$ cat config.mk
export PLATFORM = sky130hd
export DESIGN_NAME = serial_add_arbiter
export DESIGN_NICKNAME = d
export VERILOG_FILES = /design/src/rtl/serial_add_arbiter.sv
export SDC_FILE = /design/constraint.sdc
export NUM_CORES = 1
export LEC_CHECK = 0
export ABC_AREA = 1
export CORE_ASPECT_RATIO = 1.4
export CORE_MARGIN = 2
export CORE_UTILIZATION = 54
export CTS_BUF_LIST = sky130_fd_sc_hd__clkbuf_16
export CTS_CLUSTER_DIAMETER = 150
export CTS_CLUSTER_SIZE = 25
export DETAILED_ROUTE_END_ITERATION = 8
export PLACE_DENSITY = 0.85
export SYNTH_ARGS = -nofsm -noshare
export SYNTH_HDL_FRONTEND = slang
export SYNTH_SLANG_ARGS = --single-unit
$ cat constraint.sdc
create_clock -name clk_in -period 3.55 [get_ports clk_in]
set_input_delay 1.065 -clock clk_in [delete_from_list [all_inputs] [get_ports clk_in]]
set_output_delay 1.065 -clock clk_in [all_outputs]
set_load 0.03 [all_outputs]
$ cat src/rtl/serial_add_arbiter.sv
// serial_add_arbiter
//   Two requesters share one bit-serial adder. A round-robin arbiter grants
//   one requester in IDLE and captures its operands. The sum is then formed
//   LSB first, one full-adder step per clock, over WIDTH cycles. The result
//   is published with a one-cycle done pulse.
//
// Ports
//   clk_in   : clock, rising edge
//   rst_n    : asynchronous active-low reset
//   req[1:0] : pending request per requester
//   a0,b0    : requester 0 operands (unsigned, WIDTH bits)
//   a1,b1    : requester 1 operands (unsigned, WIDTH bits)
//   ack[1:0] : one-cycle pulse when a requester's operands are captured
//   busy     : high while not IDLE
//   done     : one-cycle pulse, sum/done_id valid
//   done_id  : requester that owns the current result
//   sum      : last completed result (WIDTH+1 bits), held until next done
module serial_add_arbiter #(
  parameter int WIDTH = 10
) (
  input  logic             clk_in,
  input  logic             rst_n,
  input  logic [1:0]       req,
  input  logic [WIDTH-1:0] a0,
  input  logic [WIDTH-1:0] b0,
  input  logic [WIDTH-1:0] a1,
  input  logic [WIDTH-1:0] b1,
  output logic [1:0]       ack,
  output logic             busy,
  output logic             done,
  output logic             done_id,
  output logic [WIDTH:0]   sum
);

  localparam int CNT_W = $clog2(WIDTH + 1);
  localparam logic [CNT_W-1:0] LAST_BIT = CNT_W'(WIDTH - 1);

  typedef enum logic [1:0] {IDLE, SHIFT, DONE} state_t;

  state_t           state_q, state_d;
  logic [WIDTH-1:0] a_sh_q, a_sh_d;
  logic [WIDTH-1:0] b_sh_q, b_sh_d;
  logic [WIDTH-1:0] sum_sh_q, sum_sh_d;
  logic             carry_q, carry_d;
  logic [CNT_W-1:0] cnt_q, cnt_d;
  logic             grant_q, grant_d;
  logic             rr_q, rr_d;
  logic [1:0]       ack_q, ack_d;
  logic             done_q, done_d;
  logic             done_id_q, done_id_d;
  logic [WIDTH:0]   sum_q, sum_d;

  // Returns {carry_out, sum_bit}.
  function automatic logic [1:0] full_add(input logic a, input logic b, input logic c);
    full_add = {(a & b) | (a & c) | (b & c), a ^ b ^ c};
  endfunction

  always_comb begin
    logic       gnt;
    logic [1:0] fa;
    gnt       = 1'b0;
    fa        = 2'b00;
    state_d   = state_q;
    a_sh_d    = a_sh_q;
    b_sh_d    = b_sh_q;
    sum_sh_d  = sum_sh_q;
    carry_d   = carry_q;
    cnt_d     = cnt_q;
    grant_d   = grant_q;
    rr_d      = rr_q;
    ack_d     = 2'b00;
    done_d    = 1'b0;
    done_id_d = done_id_q;
    sum_d     = sum_q;

    case (state_q)
      IDLE: begin
        if (req != 2'b00) begin
          // With both pending the pointer decides; otherwise req[1] is the
          // index of the single requester.
          gnt      = (req == 2'b11) ? rr_q : req[1];
          grant_d  = gnt;
          rr_d     = ~gnt;
          a_sh_d   = gnt ? a1 : a0;
          b_sh_d   = gnt ? b1 : b0;
          sum_sh_d = '0;
          carry_d  = 1'b0;
          cnt_d    = '0;
          ack_d    = gnt ? 2'b10 : 2'b01;
          state_d  = SHIFT;
        end
      end
      SHIFT: begin
        fa       = full_add(a_sh_q[0], b_sh_q[0], carry_q);
        sum_sh_d = {fa[0], sum_sh_q[WIDTH-1:1]};
        a_sh_d   = a_sh_q >> 1;
        b_sh_d   = b_sh_q >> 1;
        carry_d  = fa[1];
        cnt_d    = cnt_q + CNT_W'(1);
        if (cnt_q == LAST_BIT) begin
          // Last bit: fold the final carry and this bit straight into sum
          // rather than waiting another cycle for sum_sh to settle.
          sum_d     = {fa[1], fa[0], sum_sh_q[WIDTH-1:1]};
          done_id_d = grant_q;
          done_d    = 1'b1;
          state_d   = DONE;
        end
      end
      DONE: begin
        state_d = IDLE;
      end
      default: begin
        state_d = IDLE;
      end
    endcase
  end

  always_ff @(posedge clk_in or negedge rst_n) begin
    if (!rst_n) begin
      state_q   <= IDLE;
      a_sh_q    <= '0;
      b_sh_q    <= '0;
      sum_sh_q  <= '0;
      carry_q   <= 1'b0;
      cnt_q     <= '0;
      grant_q   <= 1'b0;
      rr_q      <= 1'b0;
      ack_q     <= 2'b00;
      done_q    <= 1'b0;
      done_id_q <= 1'b0;
      sum_q     <= '0;
    end else begin
      state_q   <= state_d;
      a_sh_q    <= a_sh_d;
      b_sh_q    <= b_sh_d;
      sum_sh_q  <= sum_sh_d;
      carry_q   <= carry_d;
      cnt_q     <= cnt_d;
      grant_q   <= grant_d;
      rr_q      <= rr_d;
      ack_q     <= ack_d;
      done_q    <= done_d;
      done_id_q <= done_id_d;
      sum_q     <= sum_d;
    end
  end

  assign ack     = ack_q;
  assign busy    = (state_q != IDLE);
  assign done    = done_q;
  assign done_id = done_id_q;
  assign sum     = sum_q;

endmodule

Word-level counts from Yosys, hierarchy flattened
Index checks and enable logic that the tools add are counted.

Flip-flop bits (word level): 54. Bits in latches: 0. Memory bits (writable): 0. Bits in read-only memories: 0. Bits of input ports: 44. Output and inout port bits: 16. Logic and storage cells: 55. Memories kept: 0.

Add/sub/neg operators: 1. Multiply operators: 0. Div/mod/pow operators: 0. Order comparisons: 0. Equality and inequality tests: 5. Shifts and indexed selects: 0. Muxes and demuxes: 21. Bitwise operators: 8. Reduce and logical (&&, ||, !) cells: 8.

Operators with widths (number): $pmux 10 s2 (3); $mux 10 (5); $mux 2 (5); $pmux 4 s2 (1); $reduce_and 2->1 (4); $reduce_bool 2->1 (3); $add 4x1->4 const B (1); $eq 4x4->1 const B (1); $mux 1 (4); $mux 4 (1); $ne 2x2->1 const B (2); $pmux 2 s2 (1); $and 1x1->1 (3); $eq 2x1->1 const B (1); $eq 2x2->1 const B (1); $logic_not 2->1 (1); $or 1x1->1 (2); $pmux 1 s2 (1); $xor 1x1->1 (2); $not 1->1 (1).

Longest topological paths before layout
Gate-level depths: netlist of run 1.

Depth in word-level cells: 5. Depth in mapped cells: 8. Gate-level depth less buffers: 8.

Worst setup path before layout of run 1
Ideal clock, no wire load.

Path type: reg2out. Start point: reg state_q[0]. End point: out busy. Arrival: 0.719 ns. Required time: 2.485 ns. Setup slack: 1.766 ns. Cell stages (with the launch flop): 3. Buffers on the path: 0. Cell sequence: dfrtp_1 > nor2_1 > inv_1.

Longest elaborated chain between the ends: 1.

Ends and longest elaborated chain: start: declaration (RTL line 40) `state_t state_q, state_d;`; start signal: assignment (RTL line 133) `state_q <= state_d;`; $reduce_bool 2->1 (RTL line 149) `assign busy = (state_q != IDLE);`; end: declaration (RTL line 29) `output logic busy,`.

No other way between the ends.

Worst setup path after layout of run 1
Same ends and word-level chain as after synthesis.

==> flow_summary_export.csv, run 1 <==
group,metric,value,unit
status,outcome,"finished clean",
timing,setup_viol,0,
clock_tree,clk_latency,0.29,ns
timing,fin_hold_ws,0.4885,ns
power,powerDensity,749.6,nW/um^2
die,core,4805,sq um
worst_setup_path,cp-start-kind,"flop",
detailed_routing,drt_iter0_markers,130,
final_layout,nets,445,
grt,antenna_found_initial,0,
clock_tree,path_clk_slew,0.07,ns
worst_setup_path,crit_family,"buffers and inverters",
hold_path,worstHoldStart,"sum[5]",
grt,grt_overflow,0,
timing,hold_viol,0,
worst_setup_path,startpoint,"state_q[0]",
grt,grt_first_pass_wirelength,9252,um
clock_tree,cts_hold_buf,0,
die,initial_utilization,0.5570,
final_layout,drive_above_1_share,0.07018,
worst_setup_path,path_max_fanout,3,
clock_tree,postCtsSetupBuffers,0,
timing,rsz0062_at_grt,"no",
timing,slew_violations,0,
power,p_sw,0.9941,mW
final_layout,register_area,1326,sq um
detailed_routing,drcViolationCount,0,
worst_setup_path,critPathArrivalTime,1.58,ns
worst_setup_path,end_kind,"output port",
placement,placed_area,3259,sq um
synth,synth_warnings,0,
synth,ys_top_cells_by_area,"dfrtp_1, inv_1, nor2_1, nand3_1, nand2_1",
power,combPwrFrac,0.425,
synth,postSynthCellCount,346,
synth,syn-cell-area,2676,sq um
clock_tree,cts.repair.resized,0,
synth,syn_nets,393,
power,p_int,1.557,mW
placement,dp_slack,0.7624,ns
detailed_routing,ant_nets,0,
final_layout,multiInputGateArea,968.4,sq um
hold_path,hold_path.class,"reg2reg",
grt,gr-usage-all-layers,0.2093,
power,ir_worst_vdd,0.0002805,V
synth,syn_area_per_cell,7.735,sq um
power,p_sw_frac,0.3897,
die,dieHeight,87.30,um
final_layout,fill_cells,416,
timing,fin_ws,0.9009,ns
clock_tree,clkSinkCount,53,
timing,clock_skew,0.005204,ns
worst_setup_path,cpPeakStageDelay,0.60,ns
detailed_routing,wirelength,5344,um
power,total_power,2.551,mW
placement,io_buffers,59,
detailed_routing,first_pass_iters,4,
timing,final.min_clock_period,2.649,ns
die,num_rows,30,
detailed_routing,vias,2279,
synth,synth_seq_cells,53,
worst_setup_path,path_cells,"nor2_1 > inv_1 > clkdlybuf4s50_1",
worst_setup_path,r2r-start,"state_q[1]",
worst_setup_path,worstPathRequired,2.48,ns
power,p_clk_frac,0.183,
clock_tree,numCtsBuffers,5,
clock_tree,root_buffer,"clkbuf_16",
timing,final.setup.tns,0,ns
grt,grt_pass1_vias,2208,
synth,yosys.area.top_type,"dfrtp_1",
power,p_seq_frac,0.392,
synth,ys_seq_area_frac,0.4956,
timing,max_clock_freq,0.3775,GHz
worst_setup_path,crit_slowest_cell,"clkdlybuf4s50_1",
worst_setup_path,critPathKind,"reg2out",
final_layout,syn2layout_area_growth,27.16,%
die,fp.dieW,63.50,um
synth,synth.distinct_cells,23,
timing,period_share,0.7462,
power,leakagePower,1.709,nW
timing,worst_pin_slew,0.8898,ns
grt,grt_start_max_net_pins,54,
clock_tree,cts_buffer_depth,2,
timing,slew-limit-headroom,0.4047,
final_layout,fin_area,3403,sq um
die,dieArea,5543,sq um
job,cap_viol_max_count,0,
die,io_pins,60,
detailed_routing,routedWlPerCell,11.54,um
clock_tree,htreeDepth,2,
final_layout,num_antenna_cells,0,
worst_setup_path,crit_buf_inv,2,
placement,gp_congestion,0.7914,
placement,dp_hpwl,3792,um
clock_tree,tritoncts,"yes",
synth,yosysTopAreaCellShare,0.4956,
detailed_routing,via_per_inst,4.922,
-- metal layers --
layer	GRT usage	share of wire
met2	0.3933	0.55
met5	0	0
met1	0.2392	0.40
met4	0.07510	0.016
met3	0.03105	0.035
-- final timing paths --
| path | depth (start not counted) | slack [ns] | endpoint |
|---|---|---|---|
| setup / recovery | 3 | 0.90 | busy |
| hold / removal | 2 | 0.49 | sum[5] |
| setup reg to reg | 7 | 1.69 | done_id |
| hold reg to reg | 2 | 0.49 | sum[5] |
| max in group asynchronous | 2 | 2.23 | cnt_q[0] |
| min in group asynchronous | 2 | 0.89 | sum[2] |
-- area by class of cell --
cell class	instances	area share
tap	64	0.02353
clock buffer	5	0.03676
sequential	53	0.3897
timing repair buffer	61	0.1765
multi-input combinational	202	0.2846
clock inverter	3	0.005515
inverter	75	0.08346
-- power by group through the flow --
| stage | Clock, mW | Sequential, mW | Combinational, mW |
|---|---|---|---|
| floorplan | 0 | 1.09 | 0.683 |
| global placement | 0 | 0.993 | 1.05 |
| detailed placement | 0 | 1.01 | 1.09 |
| CTS | 0.475 | 1.00 | 1.09 |
| global route | 0.501 | 1.03 | 1.22 |
| finish | 0.467 | 1.00 | 1.08 |
-- worst register-to-register path, cell delays in order, from the launching register on --
cell and delay, ns:
dfrtp_1 0.37, inv_2 0.06, nand2_2 0.64, inv_2 0.10, nand2_2 0.34, inv_1 0.11
nand2_1 0.09, nand2_1 0.05
-- stage by stage --
step | std cells | utilization
CTS | 463 | 0.7083
floorplan | 346 | -
global route | 463 | 0.7083
global placement | 455 | 0.6784
finish | 463 | 0.7083
detailed placement | 455 | 0.6784
-- logic make-up after synthesis --
| kind of cell | share of synthesized area |
|---|---|
| AO/OA/AOI/OAI | 0.1005 |
| XOR/XNOR | 0.003273 |
| adder cells (fa/ha/maj) | 0.01683 |
| buffers and inverters | 0.1426 |
| flip-flops | 0.4956 |
| AND/OR/NAND/NOR | 0.2412 |
-- state kept, by name (all words and copies together), names as in the netlist --
name and cells:
rr_q 1, grant_q 1, b_sh_q 10, state_q 2
done 1, carry_q 1, ack 2, sum 11
done_id 1, sum_sh_q 9, cnt_q 4, a_sh_q 10
-- placed cells by master (no fill, tap or decap) --
cell type,instances
inv_1,73
clkdlybuf4s50_1,58
nor2_1,57
dfrtp_1,53
nand2_1,47
nand3_1,40
o21ai_0,16
a21oi_1,13
o22ai_1,10
a21oi_2,6
nand2_2,5
clkbuf_16,5
inv_2,2
ha_1,2
clkinvlp_4,2
buf_4,2
o21ai_2,1
nor2_2,1
nor2_4,1
inv_4,1
xor2_1,1
or2_2,1
fa_1,1
buf_2,1
-- synthesized netlist by cell type (all sizes together) --
cell	count
nor2	59
fa	1
xor2	1
buf	15
or2	1
ha	2
inv	75
clkbuf	1
nand3	40
nand2	52
o22ai	10
o21ai	17
dfrtp	53
a21oi	19
No activity file was read; power rests on OpenSTA's default activity.
==> run 2, diff against run 1 <==
- CORE_UTILIZATION: 54 -> 50
- PLACE_DENSITY: 0.85 -> 0.79
- clock period: 3.55 -> 2.6 ns (I/O delays scaled with it)
==> flow_summary_export.csv, run 2 (synthesis gave the netlist of run 1 again) <==
group,metric,value,unit
clock_tree,tritoncts,"yes",
die,dieHeight,90.57,um
timing,slew-limit-headroom,0.5938,
worst_setup_path,path_cells,"nor2_1 > inv_1 > clkdlybuf4s50_1",
power,p_int,2.143,mW
die,core,5159,sq um
clock_tree,clkSinkCount,53,
die,io_pins,60,
timing,fin_hold_ws,0.4809,ns
final_layout,largest_reg_flops,11,
worst_setup_path,r2r_slack,1.10,ns
grt,grt_start_max_net_pins,38,
detailed_routing,routedWlPerCell,10.79,um
grt,gr-usage-all-layers,0.1933,
clock_tree,root_buffer,"clkbuf_16",
die,dieArea,5962,sq um
die,fp.dieW,65.83,um
worst_setup_path,end_kind,"output port",
timing,worst_pin_slew,0.6094,ns
detailed_routing,drcViolationCount,0,
timing,slew_violations,0,
grt,antenna_found_initial,0,
final_layout,num_antenna_cells,0,
timing,period_share,0.9262,
clock_tree,cts_hold_buf,0,
detailed_routing,vias,2220,
power,p_sw_frac,0.3844,
power,powerDensity,1012,nW/um^2
final_layout,layout_commonest_cell,"inv_1",
power,p_sw,1.338,mW
timing,clock_skew,0.005101,ns
worst_setup_path,critPathArrivalTime,1.63,ns
final_layout,syn2layout_area_growth,28.56,%
detailed_routing,first_pass_iters,4,
power,ir_worst_vdd,0.0004236,V
grt,grt_first_pass_wirelength,9101,um
timing,rsz0062_at_grt,"no",
worst_setup_path,critPathKind,"reg2out",
worst_setup_path,path_max_fanout,3,
timing,final.min_clock_period,2.408,ns
detailed_routing,ant_nets,0,
worst_setup_path,worstPathRequired,1.82,ns
worst_setup_path,cp-start-kind,"flop",
final_layout,layout_common_cells,"inv_1, clkdlybuf4s50_1, nor2_1",
clock_tree,postCtsSetupBuffers,0,
power,p_clk_frac,0.185,
timing,setup_viol,0,
clock_tree,clk_latency,0.29,ns
timing,final.setup.tns,0,ns
hold_path,hold_path.class,"reg2reg",
clock_tree,numCtsBuffers,5,
placement,io_buffers,59,
die,initial_utilization,0.5188,
worst_setup_path,crit_slowest_cell,"clkdlybuf4s50_1",
worst_setup_path,cpPeakStageDelay,0.61,ns
detailed_routing,wirelength,5051,um
grt,grt_overflow,0,
job,cap_viol_max_count,0,
detailed_routing,via_per_inst,4.744,
power,combPwrFrac,0.426,
timing,max_clock_freq,0.4153,GHz
timing,hold_viol,0,
power,p_seq_frac,0.389,
power,leakagePower,1.728,nW
detailed_routing,drt_iter0_markers,134,
placement,gp_congestion,0.7727,
clock_tree,path_clk_slew,0.07,ns
final_layout,drive_above_1_share,0.07711,
clock_tree,htreeDepth,2,
final_layout,fill_cells,443,
clock_tree,cts_buffer_depth,2,
placement,dp_hpwl,3579,um
die,num_rows,31,
status,outcome,"finished clean",
clock_tree,cts.repair.resized,0,
final_layout,nets,448,
grt,grt_pass1_vias,2156,
[run 2: cell types whose count changed in the layout (fill, tap and decap cells not counted)]
cell,before,now
buf_12,0,1
buf_4,2,4
[run 2: area by class of cell]
cell class | instances | area [sq um] | share of cell area
Sequential cell | 53 | 1326 | 0.3855
Multi-Input combinational cell | 202 | 968.4 | 0.2815
Timing Repair Buffer | 64 | 635.6 | 0.1847
Inverter | 75 | 284.0 | 0.08255
Clock buffer | 5 | 125.1 | 0.03636
Tap cell | 66 | 82.58 | 0.02400
Clock inverter | 3 | 18.77 | 0.005455
[run 2: critical path: cells and delay by family, from the launching register on]
kind | cells | cell delay [ns]
buf+inv | 2 | 0.73
flops | 1 | 0.42
simple gates | 1 | 0.19
[run 2: power groups by stage]
stage / Sequential (mW) / Clock (mW) / Combinational (mW)
after global placement: 1.36 / 0 / 1.45
after CTS: 1.36 / 0.656 / 1.50
after detailed placement: 1.37 / 0 / 1.49
final: 1.36 / 0.644 / 1.48
after floorplan: 1.49 / 0 / 0.932
after global routing: 1.40 / 0.689 / 1.69
[run 2: final timing paths]
check | start | to | depth (start not counted)
max in group asynchronous | rst_n | b_sh_q[0] | 2
worst max register to register | state_q[0] | a_sh_q[4] | 5
worst max-delay path | state_q[0] | busy | 3
worst min register to register | done_id | done_id | 2
min in group asynchronous | rst_n | sum[3] | 1
worst min-delay path | done_id | done_id | 2
[run 2: layer usage]
layer  GRT usage  share of wire
met1      0.2294           0.42
met2      0.3409           0.52
met4     0.07465          0.017
met5           0              0
met3     0.02993          0.039
[run 2: metrics by stage]
stage | setup WS, ns | util | power (mW) | cells | instance area, sq um
after floorplan | 1.101 | - | 2.425 | 346 | 2676
after global placement | 0.3242 | 0.6391 | 2.811 | 460 | 3297
after detailed placement | 0.3008 | 0.6391 | 2.861 | 460 | 3297
after CTS | 0.1866 | 0.6670 | 3.515 | 468 | 3441
after global routing | 0.1010 | 0.6670 | 3.773 | 468 | 3441
final | 0.1918 | 0.6670 | 3.482 | 468 | 3441
==> run 3, diff against run 2 <==
- CELL_PAD_IN_SITES_DETAIL_PLACEMENT: unset -> 1
- CELL_PAD_IN_SITES_GLOBAL_PLACEMENT: unset -> 2
- CORE_UTILIZATION: 50 -> 28
- PLACE_DENSITY: 0.79 -> unset
- PLACE_DENSITY_LB_ADDON: unset -> 0.1
- SKIP_LAST_GASP: unset -> 1
==> flow_summary_export.csv, run 3 (synthesis gave the netlist of run 1 again) <==
group,metric,value,unit
clock_tree,clk_latency,0.29,ns
power,total_power,3.542,mW
power,p_clk_frac,0.188,
final_layout,drive_above_1_share,0.08168,
final_layout,largest_reg_flops,11,
grt,gr-usage-all-layers,0.1402,
worst_setup_path,path_max_fanout,3,
placement,io_buffers,59,
final_layout,layout_common_cells,"inv_1, clkdlybuf4s50_1, nor2_1",
power,p_int,2.150,mW
final_layout,multiInputGateArea,968.4,sq um
detailed_routing,via_per_inst,4.498,
die,dieArea,10370,sq um
clock_tree,postCtsSetupBuffers,0,
grt,grt_start_max_net_pins,32,
clock_tree,clkSinkCount,53,
placement,placed_area,3367,sq um
timing,worst_pin_slew,0.6083,ns
job,cap_viol_max_count,0,
status,outcome,"finished clean",
detailed_routing,first_pass_iters,5,
final_layout,layout_commonest_cell,"inv_1",
final_layout,num_antenna_cells,0,
clock_tree,htreeDepth,2,
timing,setup_viol,0,
clock_tree,cts_buffer_depth,2,
power,leakagePower,1.738,nW
detailed_routing,drt_iter0_markers,90,
die,fp.dieW,86.63,um
grt,antenna_found_initial,0,
final_layout,syn2layout_area_growth,31.18,%
hold_path,hold_path.class,"reg2reg",
placement,gp_congestion,0.6900,
timing,period_share,0.9232,
worst_setup_path,critPathArrivalTime,1.62,ns
final_layout,fin_area,3511,sq um
detailed_routing,routedWlPerCell,12.86,um
power,powerDensity,1009,nW/um^2
die,initial_utilization,0.2861,
worst_setup_path,end_kind,"output port",
timing,slew_violations,0,
worst_setup_path,crit_slowest_cell,"clkdlybuf4s50_1",
power,ir_worst_vdd,0.0002724,V
hold_path,whs_path_depth,2,
power,p_sw,1.391,mW
detailed_routing,drcViolationCount,0,
die,dieHeight,119.7,um
timing,final.setup.tns,0,ns
worst_setup_path,cpPeakStageDelay,0.61,ns
final_layout,nets,450,
grt,grt_first_pass_wirelength,11520,um
placement,dp_hpwl,4639,um
worst_setup_path,crit_buf_inv,2,
clock_tree,root_buffer,"clkbuf_16",
grt,grt_overflow,0,
die,num_rows,42,
clock_tree,cts_hold_buf,0,
worst_setup_path,path_depth,3,
timing,max_clock_freq,0.4166,GHz
worst_setup_path,crit_family,"buffers and inverters",
clock_tree,tritoncts,"yes",
timing,rsz0062_at_grt,"no",
power,p_seq_frac,0.382,
die,core,9354,sq um
power,p_sw_frac,0.3929,
clock_tree,cts.repair.resized,0,
worst_setup_path,path_cells,"nor2_1 > inv_1 > clkdlybuf4s50_1",
worst_setup_path,r2r_cells,4,
timing,slew-limit-headroom,0.5945,
grt,grt_pass1_vias,2398,
final_layout,fill_cells,1167,
timing,hold_viol,0,
power,combPwrFrac,0.430,
die,io_pins,60,
detailed_routing,ant_nets,0,
worst_setup_path,critPathKind,"reg2out",
clock_tree,path_clk_slew,0.07,ns
clock_tree,numCtsBuffers,5,
worst_setup_path,cp-start-kind,"flop",
detailed_routing,vias,2312,
timing,clock_skew,0.004333,ns
timing,final.min_clock_period,2.400,ns
final_layout,register_area,1326,sq um
detailed_routing,wirelength,6612,um
worst_setup_path,worstPathRequired,1.82,ns
==> run 3: final timing paths <==
check	end	startpoint	slack [ns]
setup / recovery	busy	state_q[0]	0.20
hold / removal	done_id	grant_q	0.48
setup reg to reg	b_sh_q[1]	state_q[0]	0.99
hold reg to reg	done_id	grant_q	0.48
max in group asynchronous	b_sh_q[9]	rst_n	1.53
min in group asynchronous	sum[1]	rst_n	0.49
==> run 3: power by group through the flow <==
stage / sequential (mW) / combinational [mW] / clock, mW
after detailed placement: 1.38 / 1.56 / 0
final: 1.35 / 1.52 / 0.664
after CTS: 1.36 / 1.56 / 0.687
after global placement: 1.37 / 1.53 / 0
after floorplan: 1.49 / 0.932 / 0
after global routing: 1.40 / 1.75 / 0.714
==> run 3: worst min-delay path: cells and delay by family (launching register included) <==
kind,cells,cell delay (ns)
AND/OR/NAND/NOR,2,0.11
flip-flops,1,0.35
==> run 3: layer usage <==
| layer | vias up | GRT usage | routed length [um] |
|---|---|---|---|
| li1 | 1167 | - | - |
| met1 | 1095 | 0.1674 | 2803 |
| met2 | 43 | 0.2524 | 3510 |
| met3 | 7 | 0.02063 | 183 |
| met4 | 0 | 0.04688 | 114 |
| met5 | - | 0 | 0 |
==> run 3: cell type report <==
cell class              count  area share
clock buffers               5     0.03564
flip-flops and latches     53      0.3778
inverters                  75     0.08090
repair buffers             66      0.1853
multi-input cells         202      0.2758
clock inverters             3    0.005346
well taps                 110     0.03920
==> run 3: metrics by stage <==
stage,utilization,instances,setup slack (ns),hold WS [ns]
detailed placement,0.3600,506,0.3413,0.4694
global route,0.3753,514,0.1065,0.5119
floorplan,-,346,1.101,0.4422
CTS,0.3753,514,0.1729,0.4876
finish,0.3753,514,0.1996,0.4797
global placement,0.3600,506,0.3655,0.4655
